--- src/rtl/jk_pkg.sv ---
// jk_pkg: shared types and constants for the JK bank drive controller.
//   state_e            - controller FSM states
//   JK_HOLD/CLR/SET/TGL - {j,k} excitation codes understood by the driven bank
package jk_pkg;

    typedef enum logic [1:0] {
        ST_IDLE   = 2'd0,
        ST_DRIVE  = 2'd1,
        ST_SETTLE = 2'd2,
        ST_CHECK  = 2'd3
    } state_e;

    // Codes are {j,k}: 10 clears the flop, 01 sets it.
    localparam logic [1:0] JK_HOLD = 2'b00;
    localparam logic [1:0] JK_CLR  = 2'b10;
    localparam logic [1:0] JK_SET  = 2'b01;
    localparam logic [1:0] JK_TGL  = 2'b11;

endpackage

--- src/rtl/jk_drive_ctrl_if.sv ---
// jk_drive_ctrl_if: target request handshake into the JK drive controller.
//   tgt_valid - request present (master -> slave)
//   tgt_data  - desired bank state (master -> slave)
//   tgt_ready - controller can accept (slave -> master)
interface jk_drive_ctrl_if #(
    parameter int unsigned WIDTH = 8
) ();

    logic             tgt_valid;
    logic             tgt_ready;
    logic [WIDTH-1:0] tgt_data;

    modport master (output tgt_valid, output tgt_data, input tgt_ready);
    modport slave  (input tgt_valid, input tgt_data, output tgt_ready);

endinterface

--- src/rtl/jk_excite.sv ---
// jk_excite: combinational per-bit excitation from current Q and target.
//   q - present bank state, t - target state, j/k - per-bit drive codes.
// Build option JK_DRIVE_TOGGLE_EN: differing bits are driven with toggle (11)
// instead of a directed set/clear; matching bits always hold (00).
module jk_excite
    import jk_pkg::*;
#(
    parameter int unsigned WIDTH = 8
) (
    input  logic [WIDTH-1:0] q,
    input  logic [WIDTH-1:0] t,
    output logic [WIDTH-1:0] j,
    output logic [WIDTH-1:0] k
);

    always_comb begin
        j = '0;
        k = '0;
        for (int i = 0; i < int'(WIDTH); i++) begin
            if (q[i] != t[i]) begin
`ifdef JK_DRIVE_TOGGLE_EN
                {j[i], k[i]} = JK_TGL;
`else
                {j[i], k[i]} = q[i] ? JK_CLR : JK_SET;
`endif
            end else begin
                {j[i], k[i]} = JK_HOLD;
            end
        end
    end

endmodule

--- src/rtl/jk_drive_ctrl.sv ---
// jk_drive_ctrl: drives a bank of JK flops to a requested state and verifies it.
//   clk, rst      - clock shared with the bank; async active-high reset
//   tgt (slave)   - tgt_valid/tgt_ready/tgt_data request handshake
//   q_fb          - Q outputs fed back from the bank
//   j, k          - registered per-bit drive, non-zero only for one DRIVE cycle
//   busy          - operation in progress (DRIVE/SETTLE/CHECK)
//   done, err     - one-cycle result pulses (match / retries exhausted)
// Build option JK_DRIVE_TOGGLE_EN selects toggle excitation in jk_excite.
module jk_drive_ctrl
    import jk_pkg::*;
#(
    parameter int unsigned WIDTH      = 8,
    parameter int unsigned SETTLE_CYC = 1,
    parameter int unsigned MAX_RETRY  = 2
) (
    input  logic             clk,
    input  logic             rst,
    jk_drive_ctrl_if.slave   tgt,
    input  logic [WIDTH-1:0] q_fb,
    output logic [WIDTH-1:0] j,
    output logic [WIDTH-1:0] k,
    output logic             busy,
    output logic             done,
    output logic             err
);

    localparam int unsigned CNT_W = (SETTLE_CYC > 1) ? $clog2(SETTLE_CYC) : 1;
    localparam int unsigned RTY_W = (MAX_RETRY > 0) ? $clog2(MAX_RETRY + 1) : 1;

    state_e             state_q, state_d;
    logic [WIDTH-1:0]   tgt_q, tgt_d;
    logic [WIDTH-1:0]   j_q, j_d, k_q, k_d;
    logic               busy_q, busy_d;
    logic               done_q, done_d;
    logic               err_q, err_d;
    logic [RTY_W-1:0]   rty_q, rty_d;
    logic [CNT_W-1:0]   cnt_q, cnt_d;
    logic [WIDTH-1:0]   ex_tgt, ex_j, ex_k;
    logic               xfer;

    // Ready is masked by rst so it reads 0 for the whole reset assertion.
    assign tgt.tgt_ready = (state_q == ST_IDLE) && !rst;
    assign xfer          = tgt.tgt_valid && tgt.tgt_ready;

    // On the transfer edge the target register is not yet loaded; use the bus.
    assign ex_tgt = (state_q == ST_IDLE) ? tgt.tgt_data : tgt_q;

    jk_excite #(.WIDTH(WIDTH)) u_excite (
        .q (q_fb),
        .t (ex_tgt),
        .j (ex_j),
        .k (ex_k)
    );

    // State and output registers.
    always_ff @(posedge clk or posedge rst) begin
        if (rst) begin
            state_q <= ST_IDLE;
            tgt_q   <= '0;
            j_q     <= '0;
            k_q     <= '0;
            busy_q  <= 1'b0;
            done_q  <= 1'b0;
            err_q   <= 1'b0;
            rty_q   <= '0;
            cnt_q   <= '0;
        end else begin
            state_q <= state_d;
            tgt_q   <= tgt_d;
            j_q     <= j_d;
            k_q     <= k_d;
            busy_q  <= busy_d;
            done_q  <= done_d;
            err_q   <= err_d;
            rty_q   <= rty_d;
            cnt_q   <= cnt_d;
        end
    end

    // Next-state and registered-output decode.
    always_comb begin
        state_d = state_q;
        tgt_d   = tgt_q;
        j_d     = '0;
        k_d     = '0;
        done_d  = 1'b0;
        err_d   = 1'b0;
        rty_d   = rty_q;
        cnt_d   = cnt_q;

        unique case (state_q)
            ST_IDLE: begin
                if (xfer) begin
                    tgt_d   = tgt.tgt_data;
                    rty_d   = '0;
                    j_d     = ex_j;
                    k_d     = ex_k;
                    state_d = ST_DRIVE;
                end
            end
            ST_DRIVE: begin
                cnt_d   = CNT_W'(SETTLE_CYC - 1);
                state_d = ST_SETTLE;
            end
            ST_SETTLE: begin
                if (cnt_q == '0) begin
                    state_d = ST_CHECK;
                end else begin
                    cnt_d = cnt_q - CNT_W'(1);
                end
            end
            ST_CHECK: begin
                if (q_fb == tgt_q) begin
                    done_d  = 1'b1;
                    state_d = ST_IDLE;
                end else if (rty_q < RTY_W'(MAX_RETRY)) begin
                    // Re-drive from the bank's present state, not the original one.
                    rty_d   = rty_q + RTY_W'(1);
                    j_d     = ex_j;
                    k_d     = ex_k;
                    state_d = ST_DRIVE;
                end else begin
                    err_d   = 1'b1;
                    state_d = ST_IDLE;
                end
            end
            default: state_d = ST_IDLE;
        endcase

        busy_d = (state_d != ST_IDLE);
    end

    assign j    = j_q;
    assign k    = k_q;
    assign busy = busy_q;
    assign done = done_q;
    assign err  = err_q;

endmodule

--- src/flat_wrapper.sv ---
// flat-port wrapper written by rule: the top's interface ports become plain ports
module jk_drive_ctrl_flat import jk_pkg::*;
#(
    parameter int unsigned WIDTH      = 8,
    parameter int unsigned SETTLE_CYC = 1,
    parameter int unsigned MAX_RETRY  = 2
)
  (clk, rst, q_fb, j, k, busy, done, err, tgt_tgt_valid, tgt_tgt_data, tgt_tgt_ready);
  jk_drive_ctrl_if #(.WIDTH(WIDTH)) tgt_i ();
  input  logic clk;
  input  logic rst;
  input  logic [WIDTH-1:0] q_fb;
  output logic [WIDTH-1:0] j;
  output logic [WIDTH-1:0] k;
  output logic busy;
  output logic done;
  output logic err;
  input wire logic [$bits(tgt_i.tgt_valid)-1:0] tgt_tgt_valid;
  input wire logic [$bits(tgt_i.tgt_data)-1:0] tgt_tgt_data;
  output wire logic [$bits(tgt_i.tgt_ready)-1:0] tgt_tgt_ready;
  assign tgt_i.tgt_valid = tgt_tgt_valid;
  assign tgt_i.tgt_data = tgt_tgt_data;
  assign tgt_tgt_ready = tgt_i.tgt_ready;
  jk_drive_ctrl #(.WIDTH(WIDTH), .SETTLE_CYC(SETTLE_CYC), .MAX_RETRY(MAX_RETRY)) u_core (.clk(clk), .rst(rst), .tgt(tgt_i), .q_fb(q_fb), .j(j), .k(k), .busy(busy), .done(done), .err(err));
endmodule
--- config.mk ---
export PLATFORM = sky130hd
export DESIGN_NAME = jk_drive_ctrl_flat
export DESIGN_NICKNAME = d
export VERILOG_FILES = /design/src/rtl/jk_pkg.sv /design/src/rtl/jk_drive_ctrl_if.sv /design/src/rtl/jk_excite.sv /design/src/rtl/jk_drive_ctrl.sv /design/src/flat_wrapper.sv
export SDC_FILE = /design/constraint.sdc
export NUM_CORES = 1
export LEC_CHECK = 0
export ABC_AREA = 0
export CAP_MARGIN = 20
export CORE_MARGIN = 2
export CORE_UTILIZATION = 40
export CTS_CLUSTER_DIAMETER = 120
export DETAILED_ROUTE_END_ITERATION = 10
export MAX_ROUTING_LAYER = met4
export PLACE_DENSITY_LB_ADDON = 0.05
export SLEW_MARGIN = 0
export SYNTH_ARGS = -nofsm -noshare
export SYNTH_HDL_FRONTEND = slang
export SYNTH_HIERARCHICAL = 1
export SYNTH_SLANG_ARGS = --single-unit
--- constraint.sdc ---
create_clock -name clk -period 3.6 [get_ports clk]
set_input_delay 0.36 -clock clk [delete_from_list [all_inputs] [get_ports clk]]
set_output_delay 0.36 -clock clk [all_outputs]
set_load 0.005 [all_outputs]
==> impl_metrics.csv <==
group,metric,value,unit
final_layout,antenna_cells,0,
final_layout,layout.filler_cells,374,
cts,clk-insertion-delay-late,0.29,ns
worst_setup_path,worst_setup_path_startpoint,"u_core/state_q[0]",
logic_synthesis,yosys_warn_count,6,
place,dp_slack,1.22,ns
cts,cts-htree-levels,2,
power,power_frac_seq,32.9,%
sta,fmax,0.420,GHz
floorplanning,floorplan.initialDensity,42.6,%
logic_synthesis,synthDominantCellAreaShare,44.6,%
grt,globalRouteMet3Util,4.91,%
sta,worst_clock_skew,0.00791,ns
power,p_clk_share,18.1,%
sta,drv_slew,0,
cts,cts.clk_slew.worst_paths,0.07,ns
worst_setup_path,worst_ep_required_time,3.24,ns
grt,grt_pass1_wl,5.85,mm
logic_synthesis,netlist-cell-type-count,29,
worst_setup_path,slowest_delay,0.52,ns
power,cellLeakagePower,0.970,nW
worst_setup_path,worst_r2r_startpoint,"u_core/state_q[0]",
power,p_sw,0.615,mW
grt,grt_util_met2,24.9,%
logic_synthesis,yosysTopAreaCell,"sky130_fd_sc_hd__dfrtp_1",
logic_synthesis,async_reset_ff_share,100,%
grt,overflow,0,
floorplanning,core,4090,um^2
final_layout,multiInputGateArea,847,um^2
worst_setup_path,worst-endpoint-arrival,2.02,ns
cts,clock_sinks,31,
grt,antenna_found_initial,0,
worst_setup_path,r2r-end,"u_core/rty_q[0]",
worst_setup_path,crit_path_end,"tgt_tgt_ready",
logic_synthesis,seq_area_frac_synth,44.6,%
sta,totalNegativeSetupSlack,0,ns
sta,timing.final.crit_share,66.2,%
worst_setup_path,worstRegToRegCells,6,
route,number_of_violations_reported_at_the_end_of_detailed_routing_iteration_0,83,
route,number_of_search_and_repair_iterations_in_the_first_detailed_routing_pass,4,
sta,slew-limit-headroom,51.0,%
sta,final-setup-viol-count,0,
min_path,min_path_type,"in2async",
route,detailroute.via_count,1132,
cts,post_cts_buffers,0,
power,ir_worst_vdd,0.000305,V
sta,post-route-min-period,2.38,ns
power,p_total,1.66,mW
grt,global_route.peak_usage_layer,"met2",
place,portBuffers,38,
cts,post_cts.resized_instances,0,
worst_setup_path,cp_slowest_cell,"sky130_fd_sc_hd__ha_1",
route,detail_route.drc_violations,0,
sta,timing_hold_violations_final,0,
final_layout,regArea,776,um^2
run,maxCapViolations,0,
place,hpwl,2.55,mm
power,p_sw_share,37.1,%
sta,setup_repair_after_global_routing_missed_its_margin,"false",
logic_synthesis,net_count_after_synthesis,167,
cts,ctsLongestPathBuffers,2,
floorplanning,boundaryPins,39,
place,gp_congestion,0.809,
sta,finalWorstSetupSlack,1.22,ns
worst_setup_path,path_class,"reg2out",
route,avgViaCountPerCell,4.80,
cts,cts_hold_repair.buffers,0,
floorplanning,die_area,4890,um^2
cts,cts_tree,"built",
cts,cts.root.buffer_cell,"sky130_fd_sc_hd__clkbuf_8",
grt,grt_util_met1,19.2,%
sta,worst_slew_pin_slew,0.735,ns
route,detailed_route_wire_length_per_cell,14.3,um
grt,grt_start_max_net_pins,22,
final_layout,area.growth.synth_to_final,29.6,%
logic_synthesis,synth_edf_count,0,
worst_setup_path,worstPathCellList,"inv_1 -> ha_1 -> nor2b_1 -> clkdlybuf4s50_1",
power,combinationalPowerShare,49.1,%
logic_synthesis,ys_ff_latch,31,
power,power.density,735,nW/um^2
worst_setup_path,timing.reg2reg.setup_slack,1.26,ns
floorplanning,die_width,70.0,um
power,cell_internal_pwr,1.04,mW
logic_synthesis,syn-mean-instance-area,12.0,um^2
logic_synthesis,dominantRegCellSynth,"sky130_fd_sc_hd__dfrtp_1",
cts,tritoncts_buffers,5,
floorplanning,dieHeight,70.0,um
worst_setup_path,worst_setup_path_end_kind,"primary output",
route,antenna_left,0,
worst_setup_path,start_kind,"register",
grt,number_of_global_route_vias_before_repair,1161,
logic_synthesis,synth.top_cells.by_area,"sky130_fd_sc_hd__dfrtp_1 (45%), sky130_fd_sc_hd__mux2_2 (10%), sky130_fd_sc_hd__and2b_2 (8.1%), sky130_fd_sc_hd__a211oi_2 (7.2%), sky130_fd_sc_hd__xnor2_2 (6.5%)",
run_status,status,"finished, final reports clean",
final_layout,post_route_cells_drive_above_1_share,33.3,%
logic_synthesis,cell_area_after_synthesis,1740,um^2
route,post_route_wl,3.37,mm
logic_synthesis,cells_after_synth,145,
final_layout,fin_nets,207,
worst_setup_path,maximum_fanout_along_the_worst_path,13,
floorplanning,rows,23,
grt,total_routing_usage_gr,15.9,%
per-stage QoR:
step | hold slack (ns) | cells | cell area, um^2 | util (%)
after floorplan | 0.464 | 145 | 1740 | -
after global placement | 0.534 | 228 | 2160 | 52.8
after detailed placement | 0.545 | 228 | 2160 | 52.8
after CTS | 0.473 | 236 | 2260 | 55.2
after global routing | 0.503 | 236 | 2260 | 55.2
final | 0.458 | 236 | 2260 | 55.2
registers in the layout, summed over array words and instances, names as in the netlist:
signal	flops
u_core/j	8
u_core/busy	1
u_core/rty_q	2
u_core/state_q	2
u_core/err	1
u_core/done	1
u_core/tgt_q	8
u_core/k	8
cell usage in the layout (no fill, tap or decap), drive strengths merged:
cell and n:
o21ai 2, nand4 2, and2b 16, clkbuf 8
o211ai 2, o221ai 1, dfrtp 31, ha 3
nor2b 1, clkdlybuf4s50 38, a21boi 1, a211oi 17
nand2 3, a21oi 3, inv 22, and3b 1
nand2b 1, buf 1, or3b 1, xnor2 8
nor2 4, mux2 16, nand3b 1, nor3 3
layout make-up:
class | instances | share of cell area [%]
inverters | 22 | 3.66
well taps | 50 | 2.77
multi-input cells | 86 | 37.5
clock buffers | 8 | 4.44
repair buffers | 39 | 17.2
flip-flops and latches | 31 | 34.4
how the worst min path moves through the flow:
stage                                  to  slack [ns]
final                     u_core/tgt_q[2]        0.46
after global routing      u_core/tgt_q[2]        0.50
after CTS                 u_core/tgt_q[2]        0.47
after detailed placement  u_core/tgt_q[0]        0.55
after global placement    u_core/tgt_q[0]        0.53
after floorplan               u_core/busy        0.46
cell usage after synthesis (all sizes together), types with 3 or more instances:
master,instances
a211oi,17
and2b,16
dfrtp,31
nand2,3
inv,22
xnor2,8
mux2,16
a21oi,3
buf,5
nor2,4
ha,3
nor3,3
power by group through the flow:
stage | Clock (mW) | Sequential [mW] | Combinational, mW
6_report | 0.300 | 0.545 | 0.813
3_3_place_gp | 0 | 0.545 | 0.796
4_1_cts | 0.309 | 0.548 | 0.822
5_1_grt | 0.326 | 0.560 | 0.892
3_5_place_dp | 0 | 0.553 | 0.820
2_1_floorplan | 0 | 0.543 | 0.619
cell families (layout without fill, tap and decap cells):
logic type,Yosys count,count (layout),share of synthesized area [%]
and+or+nand+nor,33,33,14.7
DFF,31,31,44.6
buffers and inverters,28,69,6.76
AOI/OAI and AO/OA,26,26,14.4
muxes,16,16,10.4
xor gates and xnor gates,8,8,7.05
adders and majority gates,3,3,2.16
critical path: cells and delay by family (launching register included):
kind | cells | cell delay, ns
adders and majority gates | 1 | 0.52
buffers and inverters | 2 | 0.62
DFF | 1 | 0.40
and+or+nand+nor | 1 | 0.20
layer usage:
metal | wire length [um] | part of all wire, %
met5 | 0 | 0
met4 | 62 | 1.8
met3 | 178 | 5.3
met2 | 1650 | 49
met1 | 1480 | 44
Power figures use the tool's default switching activity.
